## config.mk

```make
export PLATFORM = sky130hd
export DESIGN_NAME = vram_arbiter_flat
export DESIGN_NICKNAME = d
export VERILOG_FILES = /design/src/rtl/vram_arbiter_if.sv /design/src/rtl/vram_arbiter.sv /design/src/flat_wrapper.sv
export SDC_FILE = /design/constraint.sdc
export NUM_CORES = 1
export LEC_CHECK = 0
export ABC_AREA = 0
export CORE_ASPECT_RATIO = 1.2
export CORE_UTILIZATION = 60
export CTS_BUF_LIST = sky130_fd_sc_hd__clkbuf_16
export CTS_CLUSTER_SIZE = 10
export DETAILED_ROUTE_END_ITERATION = 12
export GPL_ROUTABILITY_DRIVEN = 0
export HOLD_SLACK_MARGIN = 0.1
export PLACE_DENSITY = 0.85
export REMOVE_ABC_BUFFERS = 1
export SKIP_LAST_GASP = 1
export SLEW_MARGIN = 20
export SYNTH_ARGS = -nofsm -noshare
export SYNTH_HDL_FRONTEND = slang
export SYNTH_SLANG_ARGS = --single-unit
```

## constraint.sdc

```tcl
create_clock -name clk_100m -period 7.5 [get_ports clk_100m]
set_input_delay 0.75 -clock clk_100m [delete_from_list [all_inputs] [get_ports clk_100m]]
set_output_delay 0.75 -clock clk_100m [all_outputs]
set_load 0.005 [all_outputs]
```

## src/rtl/vram_arbiter_if.sv

```systemverilog
// VRAM arbiter bus bundle: CPU write port,
// video fetch port and the single-port VRAM side.
interface vram_arbiter_if #(
  parameter int ADDR_W = 16,
  parameter int DATA_W = 16
);
  logic              wr_valid;
  logic [ADDR_W-1:0] wr_addr;
  logic [DATA_W-1:0] wr_data;
  logic              wr_ready;
  logic              rd_req;
  logic [ADDR_W-1:0] rd_addr;
  logic [DATA_W-1:0] rd_data;
  logic              rd_valid;
  logic              mem_en;
  logic              mem_we;
  logic [ADDR_W-1:0] mem_addr;
  logic [DATA_W-1:0] mem_wdata;
  logic [DATA_W-1:0] mem_rdata;

  modport master (
    output wr_valid, wr_addr, wr_data,
    output rd_req, rd_addr, mem_rdata,
    input  wr_ready, rd_data, rd_valid,
    input  mem_en, mem_we, mem_addr, mem_wdata
  );

  modport slave (
    input  wr_valid, wr_addr, wr_data,
    input  rd_req, rd_addr, mem_rdata,
    output wr_ready, rd_data, rd_valid,
    output mem_en, mem_we, mem_addr, mem_wdata
  );
endinterface

```

## src/rtl/vram_arbiter.sv

```systemverilog
// Single-port VRAM arbiter: video reads win,
// buffered CPU writes drain when fetch is idle.
module vram_arbiter #(
  parameter int ADDR_W     = 16,
  parameter int DATA_W     = 16,
  parameter int FIFO_DEPTH = 8
) (
  input  logic                        clk_100m,
  input  logic                        btn_rst,
  vram_arbiter_if.slave               bus,
  output logic [$clog2(FIFO_DEPTH):0] fifo_count,
  output logic                        overflow
);
  localparam int PW = $clog2(FIFO_DEPTH);
  localparam int CW = PW + 1;
  localparam logic [CW-1:0] DEPTH = CW'(FIFO_DEPTH);

  typedef enum logic [1:0] {
    GNT_NONE,
    GNT_RD,
    GNT_WR
  } gnt_t;

  logic [ADDR_W-1:0] q_addr [FIFO_DEPTH];
  logic [DATA_W-1:0] q_data [FIFO_DEPTH];
  logic [PW-1:0]     wr_ptr;
  logic [PW-1:0]     rd_ptr;
  logic [CW-1:0]     count;
  logic              empty;
  logic              push;
  logic              pop;
  logic              rd_s1;
  logic              rd_s2;
  gnt_t              gnt;

  assign empty        = (count == '0);
  assign bus.wr_ready = (count < DEPTH);
  assign push         = bus.wr_valid && bus.wr_ready;
  assign pop          = (gnt == GNT_WR);
  assign fifo_count   = count;

  // Grant: fetch has strict priority, writes only when fetch idle
  always_comb begin
    gnt = GNT_NONE;
    unique case (1'b1)
      bus.rd_req:           gnt = GNT_RD;
      !bus.rd_req && !empty: gnt = GNT_WR;
      default:              gnt = GNT_NONE;
    endcase
  end

  // Write-buffer storage; contents need no reset
  always_ff @(posedge clk_100m) begin
    if (push) begin
      q_addr[wr_ptr] <= bus.wr_addr;
      q_data[wr_ptr] <= bus.wr_data;
    end
  end

  // Write-buffer pointers, occupancy and sticky drop flag
  always_ff @(posedge clk_100m) begin
    if (btn_rst) begin
      wr_ptr   <= '0;
      rd_ptr   <= '0;
      count    <= '0;
      overflow <= 1'b0;
    end else begin
      if (push) wr_ptr <= wr_ptr + PW'(1);
      if (pop)  rd_ptr <= rd_ptr + PW'(1);
      case ({push, pop})
        2'b10:   count <= count + CW'(1);
        2'b01:   count <= count - CW'(1);
        default: count <= count;
      endcase
      if (bus.wr_valid && !bus.wr_ready)
        overflow <= 1'b1;
    end
  end

  // Registered VRAM port; address/data hold when idle
  always_ff @(posedge clk_100m) begin
    if (btn_rst) begin
      bus.mem_en    <= 1'b0;
      bus.mem_we    <= 1'b0;
      bus.mem_addr  <= '0;
      bus.mem_wdata <= '0;
    end else begin
      bus.mem_en <= (gnt != GNT_NONE);
      bus.mem_we <= (gnt == GNT_WR);
      if (gnt == GNT_RD)
        bus.mem_addr <= bus.rd_addr;
      if (gnt == GNT_WR) begin
        bus.mem_addr  <= q_addr[rd_ptr];
        bus.mem_wdata <= q_data[rd_ptr];
      end
    end
  end

  // Read return pipe: grant -> mem access -> rdata -> rd_valid
  always_ff @(posedge clk_100m) begin
    if (btn_rst) begin
      rd_s1        <= 1'b0;
      rd_s2        <= 1'b0;
      bus.rd_valid <= 1'b0;
      bus.rd_data  <= '0;
    end else begin
      rd_s1        <= (gnt == GNT_RD);
      rd_s2        <= rd_s1;
      bus.rd_valid <= rd_s2;
      if (rd_s2)
        bus.rd_data <= bus.mem_rdata;
    end
  end
endmodule

```

## src/flat_wrapper.sv

```systemverilog
// flat-port wrapper written by rule: the top's interface ports become plain ports
module vram_arbiter_flat 
#(
  parameter int ADDR_W     = 16,
  parameter int DATA_W     = 16,
  parameter int FIFO_DEPTH = 8
)
  (clk_100m, btn_rst, fifo_count, overflow, bus_wr_valid, bus_wr_addr, bus_wr_data, bus_rd_req, bus_rd_addr, bus_mem_rdata, bus_wr_ready, bus_rd_data, bus_rd_valid, bus_mem_en, bus_mem_we, bus_mem_addr, bus_mem_wdata);
  vram_arbiter_if #(.ADDR_W(ADDR_W), .DATA_W(DATA_W)) bus_i ();
  input  logic clk_100m;
  input  logic btn_rst;
  output logic [$clog2(FIFO_DEPTH):0] fifo_count;
  output logic overflow;
  input wire logic [$bits(bus_i.wr_valid)-1:0] bus_wr_valid;
  input wire logic [$bits(bus_i.wr_addr)-1:0] bus_wr_addr;
  input wire logic [$bits(bus_i.wr_data)-1:0] bus_wr_data;
  input wire logic [$bits(bus_i.rd_req)-1:0] bus_rd_req;
  input wire logic [$bits(bus_i.rd_addr)-1:0] bus_rd_addr;
  input wire logic [$bits(bus_i.mem_rdata)-1:0] bus_mem_rdata;
  output wire logic [$bits(bus_i.wr_ready)-1:0] bus_wr_ready;
  output wire logic [$bits(bus_i.rd_data)-1:0] bus_rd_data;
  output wire logic [$bits(bus_i.rd_valid)-1:0] bus_rd_valid;
  output wire logic [$bits(bus_i.mem_en)-1:0] bus_mem_en;
  output wire logic [$bits(bus_i.mem_we)-1:0] bus_mem_we;
  output wire logic [$bits(bus_i.mem_addr)-1:0] bus_mem_addr;
  output wire logic [$bits(bus_i.mem_wdata)-1:0] bus_mem_wdata;
  assign bus_i.wr_valid = bus_wr_valid;
  assign bus_i.wr_addr = bus_wr_addr;
  assign bus_i.wr_data = bus_wr_data;
  assign bus_i.rd_req = bus_rd_req;
  assign bus_i.rd_addr = bus_rd_addr;
  assign bus_i.mem_rdata = bus_mem_rdata;
  assign bus_wr_ready = bus_i.wr_ready;
  assign bus_rd_data = bus_i.rd_data;
  assign bus_rd_valid = bus_i.rd_valid;
  assign bus_mem_en = bus_i.mem_en;
  assign bus_mem_we = bus_i.mem_we;
  assign bus_mem_addr = bus_i.mem_addr;
  assign bus_mem_wdata = bus_i.mem_wdata;
  vram_arbiter #(.ADDR_W(ADDR_W), .DATA_W(DATA_W), .FIFO_DEPTH(FIFO_DEPTH)) u_core (.clk_100m(clk_100m), .btn_rst(btn_rst), .bus(bus_i), .fifo_count(fifo_count), .overflow(overflow));
endmodule
```

-- After elaboration in Yosys (flattened, before gate mapping)
Memories as Yosys holds them, arrays and structs flattened. A register that Yosys moved wholly into a read port is not among the register bits.
Cells that the tools add are included.
- add/sub/neg operators: 4
- muxes and demuxes: 8
- reduce and logical (&&, ||, !) cells: 10
- eq/ne operators: 4
- $lt $le $gt $ge: 1
- operator list (kind ; number):
    16-bit two-way mux ; 2
    4-bit one-hot mux with 2 select lines ; 1
    3-bit by 1-bit adder with 3-bit output (second input constant) ; 2
    3-bit two-way mux ; 2
    2-bit nonzero test ; 3
    4-bit by 1-bit adder with 4-bit output (second input constant) ; 1
    2-bit by 1-bit == test with 1-bit output (second input constant) ; 2
    2-bit == test (second input constant) ; 2
    4-bit logical NOT ; 1
    4-bit less-than comparator (second input constant) ; 1
    2-bit one-hot mux with 2 select lines ; 1
    4-bit by 1-bit subtractor with 4-bit output (second input constant) ; 1
    1-bit logical AND ; 3
    1-bit logical NOT ; 3
    1-bit two-way mux ; 2
- bits in writable memories: 256
- input port bits: 68
- memories: 2
- output and inout bits: 57
- logic and storage cells: 40
- flip-flop bits (word level): 48
- memories (memory ; words ; bits a word ; read ports ; clocked after Yosys merged registers in ; wr ports ; RTL line ; RTL):
    u_core.q_addr ; 8 ; 16 ; 1 ; 1 ; 1 ; vram_arbiter.sv:24 ; logic [ADDR_W-1:0] q_addr [FIFO_DEPTH];
    u_core.q_data ; 8 ; 16 ; 1 ; 1 ; 1 ; vram_arbiter.sv:25 ; logic [DATA_W-1:0] q_data [FIFO_DEPTH];

-- Logic depth before layout (Yosys ltp)
- depth in word-level cells: 7
- mapped depth: 11
- mapped depth without buffers: 9

-- Least setup slack after synthesis
Ideal clock, no wire load.
- path type: input port to flip-flop
- start: input bus_wr_valid
- end: memory u_core.q_addr[0][0], enable pin
- arrival: 3.430 ns
- required time: 7.039 ns
- path slack: 3.608 ns
- setup time: 0.461 ns
- stages on the path: 4
- path buffers: 1
- cell sequence: nor2b_1 > clkbuf_1 > nand2b_1 > nor3_1
- longest elaborated chain between the ends: 3
- ends and longest elaborated chain (what ; RTL line ; RTL):
    from (decl) ; flat_wrapper.sv:14 ; input wire logic [$bits(bus_i.wr_valid)-1:0] bus_wr_valid;
    1-bit logical AND ; vram_arbiter.sv:38 ; assign push = bus.wr_valid && bus.wr_ready;
    1-bit two-way mux ; vram_arbiter.sv:54 ; if (push) begin
    1-bit two-way mux (implied by the code) ; vram_arbiter.sv:55 ; q_addr[wr_ptr] <= bus.wr_addr;
    to (decl) ; vram_arbiter.sv:24 ;
Every way passes these cells.

-- Worst setup path in the final report
- start: input bus_wr_valid
- end: memory u_core.q_addr[6][12], enable pin
The elaborated chain is that of the path after synthesis.

==> metrics <==
Rel. slew slack 0.278; DRC viols 0; vias in the first global route 6795; Num CTS Buffers 38; die area about 21000 um2; Syn. warnings 0; unrepaired setup endpoints after global routing false; CTS H-tree lvls 2; internal reg-to-reg setup slack around 4.7 ns; Max Cap Viol 0; Mapped Area between 10000 and 15000 um2; CTS tree yes; post-synthesis sequential area ratio 0.754; Worst R2R Path Depth 9; # IOs 125; all-layer global routing usage 0.255; Die W about 130 um; largest net degree at the start of global routing between 60 and 70; DIE HEIGHT 157 um; number of synthesized flops with an enable pin between 200 and 300; vias per inst ~6; async set or reset register ratio after synthesis 0; R2R Path Start u_core.fifo_count[3]; fin crit share 0.382; mux cell area share after synthesis 0.144; commonest cells after routing, fill and taps aside edfxtp_1 (256), clkdlybuf4s50_1 (123), dfxtp_1 (65); GRT overflow 0; port bufs 124; Hold Path End u_core.rd_s2; cts repair resizes 0; final hold vios 0; Worst EP arrival about 3 ns; final cell count without fillers around 1100; Tmin final roughly 2.9 ns; DRT Pass-1 Iters 5; status completed; placed insts slightly below 1000; CP Data Required Time between 7 and 8 ns; Reg clk slew, reported paths 0.06 ns; worst hold path class flip-flop to flip-flop; Layout Utilization 0.751; r2r endpoint u_core.fifo_count[2]; Unique masters post-synth 38; power density over the cells between 300 and 400 nW/um2; layout cell share with drive strength beyond 1 0.168; peak supply drop about 0.32 mV; syn_area_per_cell ~19 um2; XOR/XNOR share of the synthesized area 0.00512; first-pass GRT wire length roughly 37000 um; Post-Syn Instances approximately 640; commonest non-fill, non-tap cell in the layout edfxtp_1; Filler cells approximately 1000; nets@finish 849; initial antenna violation count 0; Max Slew Vio Count 0; Static Leakage roughly 4.8 nW; Seq cells post-synth between 300 and 400; Initial Utilization 0.613; setup TNS 0 ns; Worst-Margin Slew around 1.1 ns; worst hold stages 1; crit path capture type flip-flop; ys flop type edfxtp_1; core area between 15000 and 20000 um2; CTS max path bufs 3; largest family of logic cells by synthesized area multiplexers; Avg WL per Cell approximately 24 um; Layout area overhead 22.6%; compound-gate portion of the synthesized area 0.0268; Row Count 56; DRT iter0 DRCs around 520; DRT Wirelength ~25000 um; sinks on the clock net between 300 and 400; post-CTS setup buffers 0; CTS Root Cell clkbuf_16; Adder-Cell Fraction of Synth Area 0.00522; crit-path max FO 32; hpwl dp between 10000 and 15000 um; Post-CTS Hold Buffers 0; Worst Setup Start Kind input port; fmax about 350 MHz; endpoints failing setup 0; vias 6457; hold_sp u_core.rd_s1; clk_skew around 0.018 ns; Post-Synth Simple-Gate Area 0.0487; worst-skew pair later-pin latency about 0.52 ns; kind of critical path input port to flip-flop; # diodes 0; Routed Antenna Nets 0
## critical path: stages
cell and delay, ns:
clkdlybuf4s50_1 0.48, nor2b_1 0.44, nand2_1 0.37, nor2_4 0.92
## per-layer routing
layer,vias to the layer above,routed length (um),global-route usage
li1,2829,-,-
met1,3223,9380,0.310
met2,344,13500,0.445
met3,61,1720,0.0513
met4,0,737,0.102
met5,-,0,0
## synthesized netlist by cell type (2+ instances only)
cell type	instances	area share
xnor2_1	3	0.0022
nand3_1	2	0.00084
mux4_2	56	0.11
o21ai_0	2	0.00084
edfxtp_1	256	0.64
nand3_2	2	0.0017
o221a_1	7	0.0066
a222oi_1	6	0.0050
o22ai_1	16	0.0084
ha_1	5	0.0052
nand2_1	6	0.0019
buf_2	10	0.0042
a21oi_1	4	0.0017
nor2_1	69	0.022
mux2i_1	18	0.015
inv_1	3	0.00094
nor2b_1	3	0.0016
o221a_2	3	0.0028
buf_1	2	0.00063
or3_1	2	0.0010
dfxtp_1	67	0.11
nand2b_1	3	0.0016
clkbuf_1	21	0.0066
xor2_1	4	0.0029
mux4_1	8	0.018
mux2_2	6	0.0056
nor3_1	40	0.017
buf_4	2	0.0013
## cell type report
type                            count  area (um2)  area share
Sequential cell                   323        9030       0.615
Tap cell                          261         327      0.0222
Multi-Input combinational cell    272        2820       0.192
Clock buffer                       38         951      0.0648
Timing Repair Buffer              137        1410      0.0958
Clock inverter                     30         139     0.00946
Inverter                            4        15.0     0.00102
## flip-flops by register name, indices dropped and copies added (netlist names), 3 cells and up, named ones only
name                  flops
u_core.bus.mem_addr      16
u_core.bus.mem_wdata     16
u_core.bus.rd_data       16
u_core.fifo_count         4
u_core.q_addr           128
u_core.q_data           128
u_core.rd_ptr             3
u_core.wr_ptr             3
## through the flow
step	total power (W)	worst slack, ns	hold WS, ns	instance area (um2)
2_1_floorplan	0.00270	3.57	0.414	11800
5_1_grt	0.00485	4.42	0.472	14700
4_1_cts	0.00468	4.58	0.455	14600
3_3_place_gp	0.00305	4.26	0.437	13500
3_5_place_dp	0.00309	4.10	0.441	13500
6_report	0.00467	4.63	0.451	14700
## how the worst max path moves through the flow
stage | cells past startpoint | start | slack (ns) | endpoint
4_1_cts | 4 | bus_wr_valid | 4.58 | u_core.q_data[1][0]
5_1_grt | 4 | bus_wr_valid | 4.42 | u_core.q_addr[6][11]
2_1_floorplan | 3 | bus_wr_valid | 3.57 | u_core.q_addr[4][0]
3_5_place_dp | 4 | bus_wr_valid | 4.10 | u_core.q_data[1][12]
3_3_place_gp | 4 | bus_wr_valid | 4.26 | u_core.q_data[1][12]
6_report | 4 | bus_wr_valid | 4.63 | u_core.q_addr[6][12]
## cells by family after synthesis
kind of cell / count (synthesis)
xor+xnor: 7
compound gates: 41
simple gates: 130
fa+ha+maj: 5
flops: 323
buf+inv: 41
mux: 89
## power by group
group	leakage (nW)	switching [W]	internal, W
Sequential	2.88	0.0000854	0.00211
Clock	0.623	0.000677	0.000917
Combinational	1.35	0.000439	0.000448
No activity file was read; power rests on OpenSTA's default activity.
